**src/rtl/psum_serializer.sv**
```systemverilog
// Partial-sum serializer: buffers up to two lane vectors and emits them one
// lane per Send handshake, lane 0 first, flagging the last lane of each vector.
module psum_serializer #(
  parameter int DataWidth = 32,
  parameter int Lanes     = 4,
  parameter int LaneWidth = 2
) (
  input  logic                       clk,
  input  logic                       aclr,
  input  logic                       sclr,
  input  logic                       VecInValid,
  input  logic [DataWidth*Lanes-1:0] VecIn,
  output logic                       VecInRdy,
  output logic                       DataOutValid,
  input  logic                       DataOutRdy,
  output logic [DataWidth-1:0]       DataOut,
  output logic                       LastOut
);

  typedef enum logic [1:0] {
    OCC_EMPTY = 2'd0,
    OCC_ONE   = 2'd1,
    OCC_FULL  = 2'd2
  } occ_t;

  localparam logic [LaneWidth-1:0] LastLane = LaneWidth'(Lanes - 1);

  occ_t                       occ;
  occ_t                       occ_next;
  logic                       wr_ptr;
  logic                       rd_ptr;
  logic [LaneWidth-1:0]       lane_cnt;
  logic [DataWidth*Lanes-1:0] mem [2];
  logic [DataWidth-1:0]       head_lanes [Lanes];

  logic rec;
  logic send;
  logic pop;

  assign rec  = VecInValid & VecInRdy;
  assign send = DataOutValid & DataOutRdy;
  assign pop  = send & (lane_cnt == LastLane);

  // Occupancy register and datapath state
  always_ff @(posedge clk or posedge aclr) begin
    if (aclr) begin
      occ      <= OCC_EMPTY;
      wr_ptr   <= 1'b0;
      rd_ptr   <= 1'b0;
      lane_cnt <= '0;
      mem[0]   <= '0;
      mem[1]   <= '0;
    end else if (sclr) begin
      occ      <= OCC_EMPTY;
      wr_ptr   <= 1'b0;
      rd_ptr   <= 1'b0;
      lane_cnt <= '0;
      mem[0]   <= '0;
      mem[1]   <= '0;
    end else begin
      occ <= occ_next;
      if (rec) begin
        mem[wr_ptr] <= VecIn;
        wr_ptr      <= ~wr_ptr;
      end
      if (send) begin
        if (pop) begin
          lane_cnt <= '0;
          rd_ptr   <= ~rd_ptr;
        end else begin
          lane_cnt <= lane_cnt + 1'b1;
        end
      end
    end
  end

  // A push and a pop in the same cycle leave occupancy unchanged.
  always_comb begin
    occ_next = occ;
    unique case (occ)
      OCC_EMPTY: if (rec) occ_next = OCC_ONE;
      OCC_ONE: begin
        if (rec && !pop)      occ_next = OCC_FULL;
        else if (!rec && pop) occ_next = OCC_EMPTY;
      end
      OCC_FULL:  if (pop) occ_next = OCC_ONE;
      default:   occ_next = OCC_EMPTY;
    endcase
  end

  always_comb begin
    for (int unsigned i = 0; i < Lanes; i++) begin
      head_lanes[i] = mem[rd_ptr][i*DataWidth +: DataWidth];
    end
  end

  always_comb begin
    VecInRdy     = (occ != OCC_FULL);
    DataOutValid = (occ != OCC_EMPTY);
    DataOut      = head_lanes[lane_cnt];
    LastOut      = DataOutValid & (lane_cnt == LastLane);
  end

endmodule

```
**config.mk**
```make
export PLATFORM = sky130hd
export DESIGN_NAME = psum_serializer
export DESIGN_NICKNAME = d
export VERILOG_FILES = /design/src/rtl/psum_serializer.sv
export SDC_FILE = /design/constraint.sdc
export NUM_CORES = 1
export LEC_CHECK = 0
export CORE_MARGIN = 2
export CORE_UTILIZATION = 55
export CTS_CLUSTER_SIZE = 12
export DETAILED_ROUTE_END_ITERATION = 6
export MAX_ROUTING_LAYER = met4
export PLACE_DENSITY = 0.92
export SLEW_MARGIN = 30
export SYNTH_ARGS = -nofsm -noshare
export SYNTH_HDL_FRONTEND = slang
export SYNTH_SLANG_ARGS = --single-unit
```
**constraint.sdc**
```tcl
create_clock -name clk -period 11.3 [get_ports clk]
set_input_delay 2.26 -clock clk [delete_from_list [all_inputs] [get_ports clk]]
set_output_delay 2.26 -clock clk [all_outputs]
set_load 0.01 [all_outputs]
```
==> results.cfg <==
[outcome]
outcome = completed

[sta]
report.final.slew_viol_count = 0
setup_viol = 0
period_needed_ns = 5.72
tns_ns = 0
layout_setup_ws_ns = 5.58
post-route-period-util_pct = 50.6
rsz0062_at_grt = no
worst_pin_slew_ns = 0.913
finalHoldViolCount = 0
skew_ns = 0.0127
fmax_mhz = 175
max_slew_margin_pct = 39.2

[floorplanning]
die_w_um = 150
dieHeight_um = 150
row_count = 53
die_area_um2 = 22400
initial_utilization_pct = 55.8
coreArea_um2 = 20900
io_pins = 168

[setup_path]
crit_type = register to primary output
crit_path_end = DataOut[7]
cp-startpoint = lane_cnt[0]
r2r_end = mem[142]
cp_data_arrival_time_ns = 3.46
path_max_fanout = 42
required_ns = 9.04
worstSetupEndpointType = primary output
startpoint_type = register
timing.rr.start = occ[0]
r2r_cells = 6
r2r_setup_slack_ns = 8.51

[synthesis]
yosys.area.top_type = dfrtp_1
synth_area_leaders = dfrtp_1, a22o_1, mux4_2
syn_inst = 722
synth_seq_area_share_pct = 56.2
synth_seq_cells = 262
synth_top_area_share_pct = 56.2
yosysWarnings = 0
synthDistinctLibCells = 32
syn_avg_cell_area_um2 = 16.2
syn-num-nets = 856
syn_area_um2 = 11700

[pwr]
cellPowerDensity_nw_per_um2 = 152
irDropWorstVdd_v = 0.000132
power_mw = 2.13
p_leak_nw = 6.34

[routing]
wl_per_cell_um = 24.2
vias_per_cell = 6.59
drt_wl_total_mm = 27.9
first_pass_iters = 4
ant_nets = 0
drc = 0
detailedRoute.firstIterationViolations = 498
via_count = 7584

[final_layout]
areaGrowthSynthToFinish_pct = 19.7
fin_nets = 991
fin_area_um2 = 14000
layout-drive-gt1-share_pct = 15.0
finalNonFillerCells = 1151

[place]
hpwl_mm = 16.8
io_buffer_count = 167
dp_slack_ns = 6.11
gp_congestion = 0.782
placed_area_um2 = 13100
placedCellCount = 1101

[clocking]
clk_latency_ns = 0.53
cts_resized = 0
cts_buffer_depth = 3
clock_sinks = 262
postCtsSetupBuffers = 0
ctsRootBufferMaster = clkbuf_16
cts_buffers = 28
holdBufCountCts = 0
cts_tree = yes
cts-htree-levels = 1
clkTransAtPathRegs_ns = 0.06

[min_path]
min-delay-path-class = register to register

[global_route]
antenna_found_initial = 1
grt_use_met2_pct = 40.3
grt_pass1_wl_mm = 44.0
top_usage_layer = met2
grt_pass1_vias = 8029
use_met3_pct = 4.91
grtUsageTotal_pct = 25.9
grt_start_max_net_pins = 105
grt-ovfl-total = 0
met1_usage_pct = 35.2

[run]
max_cap_viol_count = 0
==> report_power, final <==
group | leakage [nW] | total, mW | switching, mW | internal, mW
registers | 3.56 | 1.03 | 0.0364 | 0.989
logic | 2.37 | 0.265 | 0.123 | 0.143
clock network | 0.410 | 0.834 | 0.351 | 0.482
total | 6.34 | 2.13 | 0.510 | 1.61
==> area by class of cell <==
cell class | instances | area [µm²]
flip-flops and latches | 262 | 6570
diodes | 1 | 2.50
inverters | 4 | 22.5
fillers | 1424 | 6930
clock inverters | 6 | 36.3
well taps | 275 | 344
multi-input cells | 381 | 4400
repair buffers | 180 | 1800
clock buffers | 42 | 795
==> sequential cells by signal, summed over array words and instances (netlist names) <==
name and cells:
mem 256, lane_cnt 2, occ 2, rd_ptr 1, wr_ptr 1
==> how the worst min path moves through the flow <==
stage	startpoint	end	slack [ns]	depth (start not counted)
after CTS	mem[171]	mem[171]	0.50	1
after detailed placement	mem[178]	mem[178]	0.48	1
after floorplan	mem[160]	mem[160]	0.46	1
after global placement	mem[177]	mem[177]	0.48	1
after global routing	mem[171]	mem[171]	0.51	1
final	mem[175]	mem[175]	0.50	1
==> stage by stage <==
| stage | hold slack [ns] | utilization [%] |
|---|---|---|
| 6_report | 0.497 | 66.8 |
| 5_1_grt | 0.507 | 66.8 |
| 4_1_cts | 0.500 | 66.7 |
| 3_5_place_dp | 0.482 | 62.7 |
| 3_3_place_gp | 0.479 | 62.7 |
| 2_1_floorplan | 0.464 | - |
==> synth_stat cells, drive strengths merged <==
cell	count
mux2i	1
a22o	256
o211ai	1
ha	1
xor2	2
a31oi	2
nand2	1
mux4	64
a211oi	1
a21oi	3
nor2	4
o32ai	1
clkbuf	5
and2	1
o21ai	2
nor2b	4
nand3	1
dfrtp	262
or2	2
inv	4
nor4	2
mux2	32
buf	70
==> cells by family (layout without fill, tap and decap cells) <==
logic type                 count (synthesis)  count (layout)  share of synthesized area (%)
other                                      0               1                              0
buffers and inverters                     79             232                           6.22
muxes                                     97              97                           16.4
xor gates and xnor gates                   2               2                          0.150
adders and majority gates                  1               1                          0.107
and+or+nand+nor                           15              15                          0.858
DFF                                      262             262                           56.2
AOI/OAI and AO/OA                        266             266                           20.0
==> cell usage in the layout (no fill, tap or decap), drive strengths merged <==
master | netlist | routed
a211oi | 1 | 1
a21oi | 3 | 3
a22o | 256 | 256
a31oi | 2 | 2
and2 | 1 | 1
buf | 70 | 13
clkbuf | 5 | 42
clkdlybuf4s50 | 0 | 167
clkinv | 0 | 5
dfrtp | 262 | 262
diode | 0 | 1
ha | 1 | 1
inv | 4 | 5
mux2 | 32 | 32
mux2i | 1 | 1
mux4 | 64 | 64
nand2 | 1 | 1
nand3 | 1 | 1
nor2 | 4 | 4
nor2b | 4 | 4
nor4 | 2 | 2
o211ai | 1 | 1
o21ai | 2 | 2
o32ai | 1 | 1
or2 | 2 | 2
xor2 | 2 | 2
==> worst max-delay path, stage by stage, from the launching register on <==
cell,delay [ns]
dfrtp_4,0.74
buf_4,0.71
mux4_1,0.65
mux2_2,0.30
clkdlybuf4s50_1,0.50
==> metal layers <==
metal	share of wire [%]	wire (µm)
met4	3.1	874
met3	7.7	2140
met2	49	13600
met5	0	0
met1	40	11300
Note: power is estimated with default switching activity, not from simulation.
